File: src/rtl/uart_rx_engine.sv
// uart_rx_engine: UART deframer with 2-flop synchronizer, mid-bit sampling, parity/framing/overrun status.
module uart_rx_engine #(
  parameter int KW = 19
) (
  input  logic          clk,
  input  logic          reset,
  input  logic          rx,
  input  logic [KW-1:0] k,
  input  logic          eight,
  input  logic          pen,
  input  logic          ohel,
  input  logic          clr_rxrdy,
  output logic [7:0]    rx_data,
  output logic          rxrdy,
  output logic          perr,
  output logic          ferr,
  output logic          ovf
);
  typedef enum logic [2:0] {IDLE, START, DATA, PAR, STOP} state_t;
  state_t r_state, w_next;
  logic [1:0] r_sync;
  logic r_rxs_d, r_eight, r_pen, r_ohel, r_perr_n;
  logic [KW-1:0] r_k, r_btc, w_target;
  logic [2:0] r_idx;
  logic [7:0] r_shift;
  logic w_rxs, w_edge, w_tick, w_last;
  assign w_rxs = r_sync[1];
  assign w_edge = r_state == IDLE && r_rxs_d && !w_rxs;
  assign w_target = r_state == START ? r_k >> 1 : r_k;
  assign w_tick = r_state != IDLE && r_btc == w_target - KW'(1);
  assign w_last = r_idx == {2'b11, r_eight};
  always_comb begin
    w_next = r_state;
    unique case (r_state)
      IDLE:    w_next = w_edge ? START : IDLE;
      START:   w_next = !w_tick ? START : (w_rxs ? IDLE : DATA);
      DATA:    w_next = !(w_tick && w_last) ? DATA : (r_pen ? PAR : STOP);
      PAR:     w_next = w_tick ? STOP : PAR;
      STOP:    w_next = w_tick ? IDLE : STOP;
      default: w_next = IDLE;
    endcase
  end
  always_ff @(posedge clk or posedge reset)
    if (reset) r_state <= IDLE;
    else r_state <= w_next;
  always_ff @(posedge clk or posedge reset) begin
    if (reset) begin
      r_sync   <= 2'b11;
      r_rxs_d  <= 1'b1;
      r_k      <= '0;
      r_eight  <= 1'b0;
      r_pen    <= 1'b0;
      r_ohel   <= 1'b0;
      r_btc    <= '0;
      r_idx    <= '0;
      r_shift  <= '0;
      r_perr_n <= 1'b0;
      rx_data  <= '0;
      rxrdy    <= 1'b0;
      perr     <= 1'b0;
      ferr     <= 1'b0;
      ovf      <= 1'b0;
    end else begin
      r_sync  <= {r_sync[0], rx};
      r_rxs_d <= w_rxs;
      if (w_edge) begin
        r_k      <= k;
        r_eight  <= eight;
        r_pen    <= pen;
        r_ohel   <= ohel;
        r_btc    <= '0;
        r_idx    <= '0;
        r_shift  <= '0;
        r_perr_n <= 1'b0;
      end else if (r_state != IDLE) r_btc <= w_tick ? '0 : r_btc + KW'(1);
      if (w_tick && r_state == DATA) begin
        r_shift[r_idx] <= w_rxs;
        r_idx          <= r_idx + 3'd1;
      end
      // unused bit 7 stays 0 in 7-bit mode, so the full-width XOR is correct for both sizes
      if (w_tick && r_state == PAR) r_perr_n <= w_rxs ^ (^r_shift) ^ r_ohel;
      if (w_tick && r_state == STOP) begin
        rx_data <= r_shift;
        perr    <= r_perr_n;
        ferr    <= ~w_rxs;
        rxrdy   <= 1'b1;
        ovf     <= rxrdy & ~clr_rxrdy;
      end else if (clr_rxrdy) begin
        rxrdy <= 1'b0;
        ovf   <= 1'b0;
      end
    end
  end
endmodule

File: config.mk
export PLATFORM = sky130hd
export DESIGN_NAME = uart_rx_engine
export DESIGN_NICKNAME = d
export VERILOG_FILES = /design/src/rtl/uart_rx_engine.sv
export SDC_FILE = /design/constraint.sdc
export NUM_CORES = 1
export LEC_CHECK = 0
export ABC_AREA = 1
export BUFFER_PORTS_ARGS = -buffer_cell sky130_fd_sc_hd__buf_4
export CAP_MARGIN = 20
export CORE_UTILIZATION = 40
export DETAILED_ROUTE_END_ITERATION = 10
export PLACE_DENSITY = 0.58
export RECOVER_POWER = 25
export SKIP_CTS_REPAIR_TIMING = 1
export SYNTH_ARGS = -nofsm -noshare
export SYNTH_HDL_FRONTEND = slang
export SYNTH_SLANG_ARGS = --single-unit
File: constraint.sdc
create_clock -name clk -period 3.2 [get_ports clk]
set_input_delay 0.16 -clock clk [delete_from_list [all_inputs] [get_ports clk]]
set_output_delay 0.16 -clock clk [all_outputs]
set_load 0.005 [all_outputs]
==> reports/qor.txt, run 1 <==
DRT antenna net count -> 0
Clock-pin slew on the worst setup and hold paths -> 0.06 ns
Power Density -> 680 nW/um^2
Seq/Total Area, Yosys -> 38.1%
Tcrit/Tclk final -> 89.4%
Family with the most delay on the worst path -> simple AND/OR/NAND/NOR gates
Startpoint types -> flop
Max-cap violations -> 1
Gr busiest metal -> met1
CP endpoint kind -> flop
Latest clock arrival within the worst-skew pair -> 0.34 ns
Core footprint -> 11400 sq um
Dpl hpwl -> 8690 um
Clk sinks -> 71
Slew margin rel. -> -4.76%
Cell variety after synth -> 31
Crit-path cells -> inv_2 > nand3_2 > buf_4 > nand2_1 > nand2_1 > nand2_1 > nor2_2 > nand2_2 > o21bai_1 > nand2_1 > nor2_1 > nand4_1 > nor2_2 > nand2_2 > nand2_1 > nand2_1
Fillers -> 1199
Final hold vios -> 0
Share of the synthesized area in the top cell type -> 36.4%
Hold Path Class -> primary input to flop
Syn avg cell area -> 6.77 sq um
Initial antenna violation count -> 0
CTS tree -> yes
DR vias/cell -> 4.88
Met3 Use GR -> 3.64%
Layout cells sized above 1 -> 12.8%
Failing checks -> capacitance limit, slew limit
Port bufs -> 37
DR WL/cell -> 13.1 um
Syn Std Cell Area -> 4670 sq um
Placer Congestion -> 0.923
Post-synth top flop -> dfrtp_1
Most area-hungry cell type in the Yosys netlist -> dfrtp_1
Horiz. Die Dim -> 110 um
Vias post-DR -> 4289
Peak VDD IR -> 0.000349 V
FF+latch count, synth -> 71
Grt total ovfl -> 0
CP required -> 3.43 ns
Initial Utilization -> 40.9%
Synth warnings -> 0
Die area -> 12100 sq um
Post-layout nets -> 759
Crit Path Max Fanout -> 31
Grt met1 use -> 31.2%
DRT iter0 DRCs -> 325
H-tree levels -> 3
Slew at the pin closest to its max-slew limit -> 1.57 ns
GRT Total Usage -> 20.6%
Num rows -> 39
Max Slew Vio Count -> 42
Async set-or-reset flop fraction in the synthesized netlist -> 100%
Final Skew -> 0.00819 ns
Root buf cell -> clkbuf_16
Commonest non-fill, non-tap cell in the layout -> nand2_1
Setup violators final -> 0
Leak pwr -> 2.68 nW
Syn Nets -> 719
Die height -> 110 um
Pre-antenna DRT Iters -> 5
Post-route minimum period -> 2.86 ns
Tot Pwr -> 3.69 mW
Maximum clock insertion buffer count -> 2
RSZ-0062 raised after global routing -> no
Fmax -> 0.350 GHz
Area delta synth->final -> 16.3%
CTS buffer count -> 9
Met2 GRT Util -> 28.3%
Pin count of the biggest net entering global routing -> 52
EDFF count, synth -> 0
Placed Cells -> 858
Vias in the first global route -> 3788
Status -> finished with violations
First-pass GRT wire length -> 19000 um
Final core occ -> 47.6%
Final non-filler cell total -> 878
Slowest cell on the critical path -> dfrtp_1
Most frequent cells in the layout -> nand2_1, inv_1, dfrtp_1, nor2_1, nand3_1
Worst path max stage delay -> 0.46 ns
Routed WL -> 11500 um
DRC -> 0
Arr. time, crit path -> 3.09 ns
Inserted Diodes -> 0
Final setup TNS -> 0 ns
Cells after synthesis -> 690
Top Ports -> 38
WS Path Type -> flop to flop
Crit-path most repeated cell -> nand2_1
WP buf/inv -> 2
Top post-synthesis cells by area -> dfrtp_1, nand2_1, inv_1
==> synth_stat cells, types with 2 or more instances <==
library cell and instances:
o21bai_1 3, clkbuf_1 8, nor3_1 16, inv_1 71
a21oi_1 3, buf_6 2, nor2_2 10, inv_2 3
buf_4 8, dfstp_2 3, ha_1 3, buf_2 2
nand2_2 6, nand3_1 51, xor2_1 20, nor2_4 5
o21ai_0 32, xnor2_1 12, nand2_1 259, nand4_1 24
o21ai_1 13, nor2_1 59, buf_1 2, dfrtp_1 68
==> stage by stage <==
step           setup slack, ns  area, sq um  hold WS [ns]
4_1_cts                  0.114         5390       -0.0817
6_report                 0.341         5430        0.0104
3_5_place_dp             0.109         5070         0.273
2_1_floorplan            0.671         4670         0.164
3_3_place_gp             0.272         5070         0.271
5_1_grt                 0.0178         5430        0.0209
==> state kept, by name, summed over array words and instances, names as in the netlist, 2 cells and up <==
| signal | flops |
|---|---|
| r_btc | 19 |
| r_k | 19 |
| r_shift | 8 |
| rx_data | 8 |
| r_idx | 3 |
| r_state | 3 |
| r_sync | 2 |
==> final cells by class <==
cell class | count | area, sq um | area share (%)
tap | 143 | 179 | 3.29
timing repair buffer | 50 | 382 | 7.03
clock inverter | 5 | 82.6 | 1.52
sequential | 71 | 1780 | 32.8
clock buffer | 11 | 233 | 4.29
multi-input combinational | 523 | 2490 | 45.9
inverter | 75 | 282 | 5.18
==> routing by layer <==
metal	up-vias	share of wire, %	wire length, um
li1	2254	-	-
met4	0	2.5	282
met3	22	3.3	382
met5	-	0	0
met2	97	40	4610
met1	1916	54	6210
==> worst paths after layout <==
path / startpoint / endpoint / slack, ns / cells past startpoint
min in group asynchronous: reset / r_btc[0] / 0.30 / 2
max in group asynchronous: reset / r_k[8] / 1.88 / 3
hold reg to reg: r_sync[0] / r_sync[1] / 0.35 / 0
setup reg to reg: r_state[1] / rx_data[3] / 0.34 / 16
setup / recovery: r_state[1] / rx_data[3] / 0.34 / 16
hold / removal: ohel / r_ohel / 0.01 / 3
==> cell families after synthesis <==
group           Yosys count  share of synthesized area [%]
buf+inv                  97                           8.81
fa+ha+maj                 3                          0.804
xor+xnor                 33                           6.48
compound gates           52                           5.76
simple gates            434                           40.0
flops                    71                           38.1
==> power by group <==
| part | internal [mW] | switching (mW) |
|---|---|---|
| sequential | 1.06 | 0.136 |
| combinational | 0.493 | 0.935 |
| clock | 0.684 | 0.387 |
| total | 2.23 | 1.46 |
==> worst reg2reg max path, cell delays in order, from the launching register on <==
cell,delay (ns)
dfrtp_1,0.46
inv_2,0.10
nand3_2,0.09
buf_4,0.29
nand2_1,0.08
nand2_1,0.17
nand2_1,0.10
nor2_2,0.19
nand2_2,0.13
o21bai_1,0.15
nand2_1,0.07
nor2_1,0.15
nand4_1,0.18
nor2_2,0.22
nand2_2,0.19
nand2_1,0.13
nand2_1,0.05
Note: power is estimated with default switching activity, not from simulation.
==> inputs of run 2 (changes only) <==
--- a/config.mk
+++ b/config.mk
@@ -6,8 +6,9 @@
 export NUM_CORES = 1
 export LEC_CHECK = 0
 export ABC_AREA = 1
-export BUFFER_PORTS_ARGS = -buffer_cell sky130_fd_sc_hd__buf_4
+export BUFFER_PORTS_ARGS = -buffer_cell sky130_fd_sc_hd__buf_2
 export CAP_MARGIN = 20
+export CORE_MARGIN = 4
 export CORE_UTILIZATION = 40
 export DETAILED_ROUTE_END_ITERATION = 10
 export PLACE_DENSITY = 0.58
==> run 2 against run 1 <==
  * The flow still finishes with violations (capacitance limit, slew limit)
  * Sequential power barely moved
  * Non-clock buffer count rose by 4
  * Worst setup slack got worse by 0.055 ns
  * Clock-buffer cell count fell by 1
  * Combinational power barely moved
  * Final cell count rose by 0.34%
  * Die area rose by 11%
  * Fmax fell by 1.9%
  * Clock skew barely moved
  * Hold slack improved by 0.0047 ns
  * Final area fell by 1.6%
  * Register-to-register slack got worse by 0.05 ns
  * Critical endpoint is now ferr
==> reports/qor.txt, run 2 (same netlist as run 1, synthesis figures left out) <==
DR WL/cell -> 13.1 um
CTS buffer count -> 9
WP buf/inv -> 2
CP endpoint kind -> flop
Num rows -> 39
Family with the most delay on the worst path -> simple AND/OR/NAND/NOR gates
Placer Congestion -> 0.957
Hold Path Class -> primary input to flop
Clock-pin slew on the worst setup and hold paths -> 0.06 ns
Die area -> 13500 sq um
Dpl hpwl -> 8810 um
Fmax -> 0.343 GHz
Pin count of the biggest net entering global routing -> 52
Core footprint -> 11400 sq um
Post-layout nets -> 762
Inserted Diodes -> 0
Top Ports -> 38
Stages on worst setup path -> 17
Initial antenna violation count -> 0
Slew margin rel. -> -35.6%
Commonest non-fill, non-tap cell in the layout -> nand2_1
Startpoint types -> flop
Pre-CTS setup slack -> 0.171 ns
Initial Utilization -> 40.9%
Crit-path cells -> inv_2 > buf_4 > nand3_1 > nand2_1 > ha_1 > nand2_1 > nor2_2 > nand2_1 > o21bai_1 > nand2_1 > nor2_1 > nand2_1 > nor2_2 > nand2_4 > nor2_4 > nand2_1 > nand2_1
Peak VDD IR -> 0.000282 V
Tot Pwr -> 3.61 mW
Slowest cell on the critical path -> dfrtp_1
Clk sinks -> 71
Post-route minimum period -> 2.91 ns
Slew at the pin closest to its max-slew limit -> 2.03 ns
Horiz. Die Dim -> 116 um
DRT antenna net count -> 0
CTS tree -> yes
Vias in the first global route -> 3884
Final Skew -> 0.00801 ns
DRT iter0 DRCs -> 275
Crit-path most repeated cell -> nand2_1
Maximum clock insertion buffer count -> 2
Routed WL -> 11500 um
Final setup TNS -> 0 ns
FF-to-FF path depth -> 17
Hold Path Stages -> 3
Max Slew Vio Count -> 43
Top flop regs -> r_btc (19), r_k (19)
Arr. time, crit path -> 3.19 ns
Most frequent cells in the layout -> nand2_1, inv_1, dfrtp_1, nor2_1, nand3_1
Max-cap violations -> 1
Crit Path Max Fanout -> 15
First-pass GRT wire length -> 19200 um
Fillers -> 1194
DR vias/cell -> 4.84
Final worst-path setup slack -> 0.286 ns
Power Density -> 676 nW/um^2
Vias post-DR -> 4267
Setup violators final -> 0
GRT Total Usage -> 18.1%
Failing checks -> capacitance limit, slew limit
Tcrit/Tclk final -> 91.1%
DRC -> 0
Hold slack -> 0.0151 ns
RSZ-0062 raised after global routing -> no
Area delta synth->final -> 14.4%
Die height -> 116 um
WS Path Type -> flop to flop
Port bufs -> 37
H-tree levels -> 3
Latest clock arrival within the worst-skew pair -> 0.34 ns
Root buf cell -> clkbuf_16
Final hold vios -> 0
Grt total ovfl -> 0
CP required -> 3.48 ns
Leak pwr -> 2.66 nW
Layout cells sized above 1 -> 12.9%
Worst path max stage delay -> 0.44 ns
Status -> finished with violations
Pre-antenna DRT Iters -> 6
[run 2: cell count changes in the layout (fill, tap and decap cells not counted), moves of 2 or more]
cell / change
clkinvlp_4: +3
buf_4: -32
buf_2: +37
clkbuf_4: -2
[run 2: where the power goes]
part	total, mW	switching [mW]	internal (mW)
Clock	1.01	0.399	0.607
Combinational	1.42	0.927	0.489
Sequential	1.19	0.130	1.06
Total	3.61	1.46	2.15
[run 2: stage by stage]
step | util [%] | cells | cell area, sq um
2_1_floorplan | - | 690 | 4670
3_3_place_gp | 43.6 | 858 | 4980
3_5_place_dp | 43.6 | 858 | 4980
4_1_cts | 46.2 | 874 | 5280
5_1_grt | 46.8 | 881 | 5340
6_report | 46.8 | 881 | 5340
[run 2: cell type report]
type	count	area (sq um)	share of cell area, %
tap	143	179	3.35
timing repair buffer	54	320	5.99
clock inverter	6	70.1	1.31
clock buffer	10	229	4.28
sequential	71	1780	33.3
inverter	75	282	5.27
multi-input combinational	522	2480	46.5
[run 2: tightest hold or removal path, cell delays in order]
cell,delay [ns]
buf_2,0.07
nand2_1,0.04
nand2_1,0.05
[run 2: path summary, 6_finish.rpt]
check	from	to	slack, ns
min in group asynchronous	reset	rx_data[7]	0.26
max reg2reg	r_state[1]	ferr	0.29
max in group asynchronous	reset	r_k[9]	0.60
min reg2reg	r_sync[0]	r_sync[1]	0.36
min	ohel	r_ohel	0.02
max	r_state[1]	ferr	0.29
[run 2: per-layer routing]
layer  global-route usage [%]  part of all wire, %
met1                     27.3                   52
met2                     26.0                   42
met3                     3.55                  4.5
met4                     5.72                  1.6
met5                        0                    0
==> inputs of run 3 (changes only) <==
--- a/config.mk
+++ b/config.mk
@@ -13,6 +13,7 @@
 export DETAILED_ROUTE_END_ITERATION = 10
 export PLACE_DENSITY = 0.58
 export RECOVER_POWER = 25
+export REMOVE_ABC_BUFFERS = 1
 export SKIP_CTS_REPAIR_TIMING = 1
 export SYNTH_ARGS = -nofsm -noshare
 export SYNTH_HDL_FRONTEND = slang
==> run 3 against run 2 <==
  * The flow still finishes with violations (capacitance limit, slew limit)
  * Clock skew fell by 0.0044 ns
  * Non-clock buffer count did not move
  * Clock-buffer cell count fell by 1
  * Largest power group unchanged
==> reports/qor.txt, run 3 (same netlist as run 1, synthesis figures left out) <==
Area delta synth->final -> 15.6%
DRT iter0 DRCs -> 241
Horiz. Die Dim -> 116 um
Max-cap violations -> 1
Startpoint types -> flop
Hold Path Stages -> 3
Failing checks -> capacitance limit, slew limit
Reg-to-Reg End -> rx_data[4]
DR WL/cell -> 13.8 um
Latest clock arrival within the worst-skew pair -> 0.33 ns
Core footprint -> 11400 sq um
DR vias/cell -> 5.01
First-pass GRT wire length -> 20500 um
Die height -> 116 um
Slew margin rel. -> -21.5%
Top flop regs -> r_btc (19), r_k (19)
Slowest cell on the critical path -> dfrtp_1
Worst R2R Setup Slack -> 0.28 ns
Die area -> 13500 sq um
Final hold vios -> 0
Top Ports -> 38
Root buf cell -> clkbuf_16
Placer Congestion -> 0.970
CTS buffer count -> 9
Commonest non-fill, non-tap cell in the layout -> nand2_1
Most frequent cells in the layout -> nand2_1, inv_1, dfrtp_1, nor2_1, nand3_1
CTS tree -> yes
Initial antenna violation count -> 0
Clk sinks -> 71
Final Skew -> 0.00366 ns
Grt total ovfl -> 0
Arr. time, crit path -> 3.19 ns
Placed Cells -> 862
Worst r2r src -> r_state[2]
Crit-path cells -> inv_2 > nand2_1 > nor2_4 > nand2_1 > nand2_1 > ha_1 > nand2_1 > nor2_2 > nand2_1 > o21bai_1 > nand2_1 > nor2_1 > nand2_1 > nor2_2 > nand2_4 > nor2_4 > nand2_1 > nand2_1
DRT antenna net count -> 0
Setup violators final -> 0
Inserted Diodes -> 0
Vias in the first global route -> 4299
Maximum clock insertion buffer count -> 2
Num rows -> 39
CP endpoint kind -> flop
FF-to-FF path depth -> 18
Peak VDD IR -> 0.000354 V
Pin count of the biggest net entering global routing -> 49
Tot Pwr -> 3.76 mW
Post-route minimum period -> 2.92 ns
Crit-path most repeated cell -> nand2_1
Routed WL -> 12200 um
CP required -> 3.47 ns
Final non-filler cell total -> 881
Fmax -> 0.343 GHz
Leak pwr -> 2.69 nW
Layout cells sized above 1 -> 12.6%
Pre-antenna DRT Iters -> 5
Post-layout nets -> 762
Power Density -> 696 nW/um^2
Crit Path Max Fanout -> 11
Status -> finished with violations
Hold endpoint -> r_ohel
Port bufs -> 37
Initial Utilization -> 40.9%
Slew at the pin closest to its max-slew limit -> 1.82 ns
Max Slew Vio Count -> 39
Tcrit/Tclk final -> 91.2%
GRT Total Usage -> 19.2%
Dpl hpwl -> 9420 um
Clock-pin slew on the worst setup and hold paths -> 0.06 ns
WS Path Type -> flop to flop
Worst path max stage delay -> 0.44 ns
Hold Path Origin -> ohel
Hold Path Class -> primary input to flop
Vias post-DR -> 4415
DRC -> 0
H-tree levels -> 3
==> run 3: cell types whose count changed in the layout (fill, tap and decap cells not counted) <==
| cell | delta |
|---|---|
| buf_6 | +1 |
| buf_12 | +1 |
| clkinvlp_4 | -3 |
| dfstp_2 | -1 |
| buf_4 | -4 |
| clkinv_2 | +1 |
| bufinv_16 | +2 |
| inv_6 | -1 |
| clkinv_4 | +2 |
| dfstp_1 | +1 |
| clkbuf_1 | +1 |
==> run 3: layer usage <==
layer	track usage, %	up-vias	routed length (um)
met3	2.92	20	400
met5	0	-	0
met1	25.8	2042	5660
met2	31.5	92	5860
met4	6.65	0	233
li1	-	2261	-
==> run 3: power breakdown <==
part / switching (mW) / total [mW] / internal [mW]
registers: 0.132 / 1.19 / 1.06
logic: 0.920 / 1.41 / 0.493
clock network: 0.392 / 1.16 / 0.764
==> run 3: worst max-delay path: cells and delay by family (launching register included) <==
family	cells	cell delay, ns
simple gates	15	1.91
flops	1	0.44
fa+ha+maj	1	0.22
compound gates	1	0.18
buf+inv	1	0.11
==> run 3: worst max path at each step <==
stage	startpoint	end	slack, ns	cells past startpoint
3_5_place_dp	r_state[2]	r_btc[4]	0.25	20
6_report	r_state[2]	rx_data[4]	0.28	18
3_3_place_gp	r_state[1]	r_btc[3]	0.29	20
5_1_grt	r_state[2]	rx_data[4]	-0.003	18
4_1_cts	r_state[2]	r_btc[4]	0.21	20
2_1_floorplan	r_state[1]	rx_data[1]	0.12	20
==> run 3: area by class of cell <==
type	count	area, sq um
repair buffers	54	329
fillers	1206	6020
clock inverters	7	121
well taps	143	179
multi-input cells	522	2480
clock buffers	9	225
inverters	75	282
flip-flops and latches	71	1780
==> run 3: per-stage QoR <==
stage / utilization, % / cell area [sq um] / setup slack [ns] / hold WS (ns) / setup TNS (ns)
final: 47.3 / 5400 / 0.282 / 0.0231 / 0
after global routing: 47.3 / 5400 / -0.00312 / 0.0209 / -0.00312
after floorplan: - / 4540 / 0.124 / 0.164 / 0
after CTS: 47.1 / 5370 / 0.206 / -0.0858 / 0
after detailed placement: 44.0 / 5030 / 0.247 / 0.267 / 0
after global placement: 43.9 / 5010 / 0.285 / 0.267 / 0
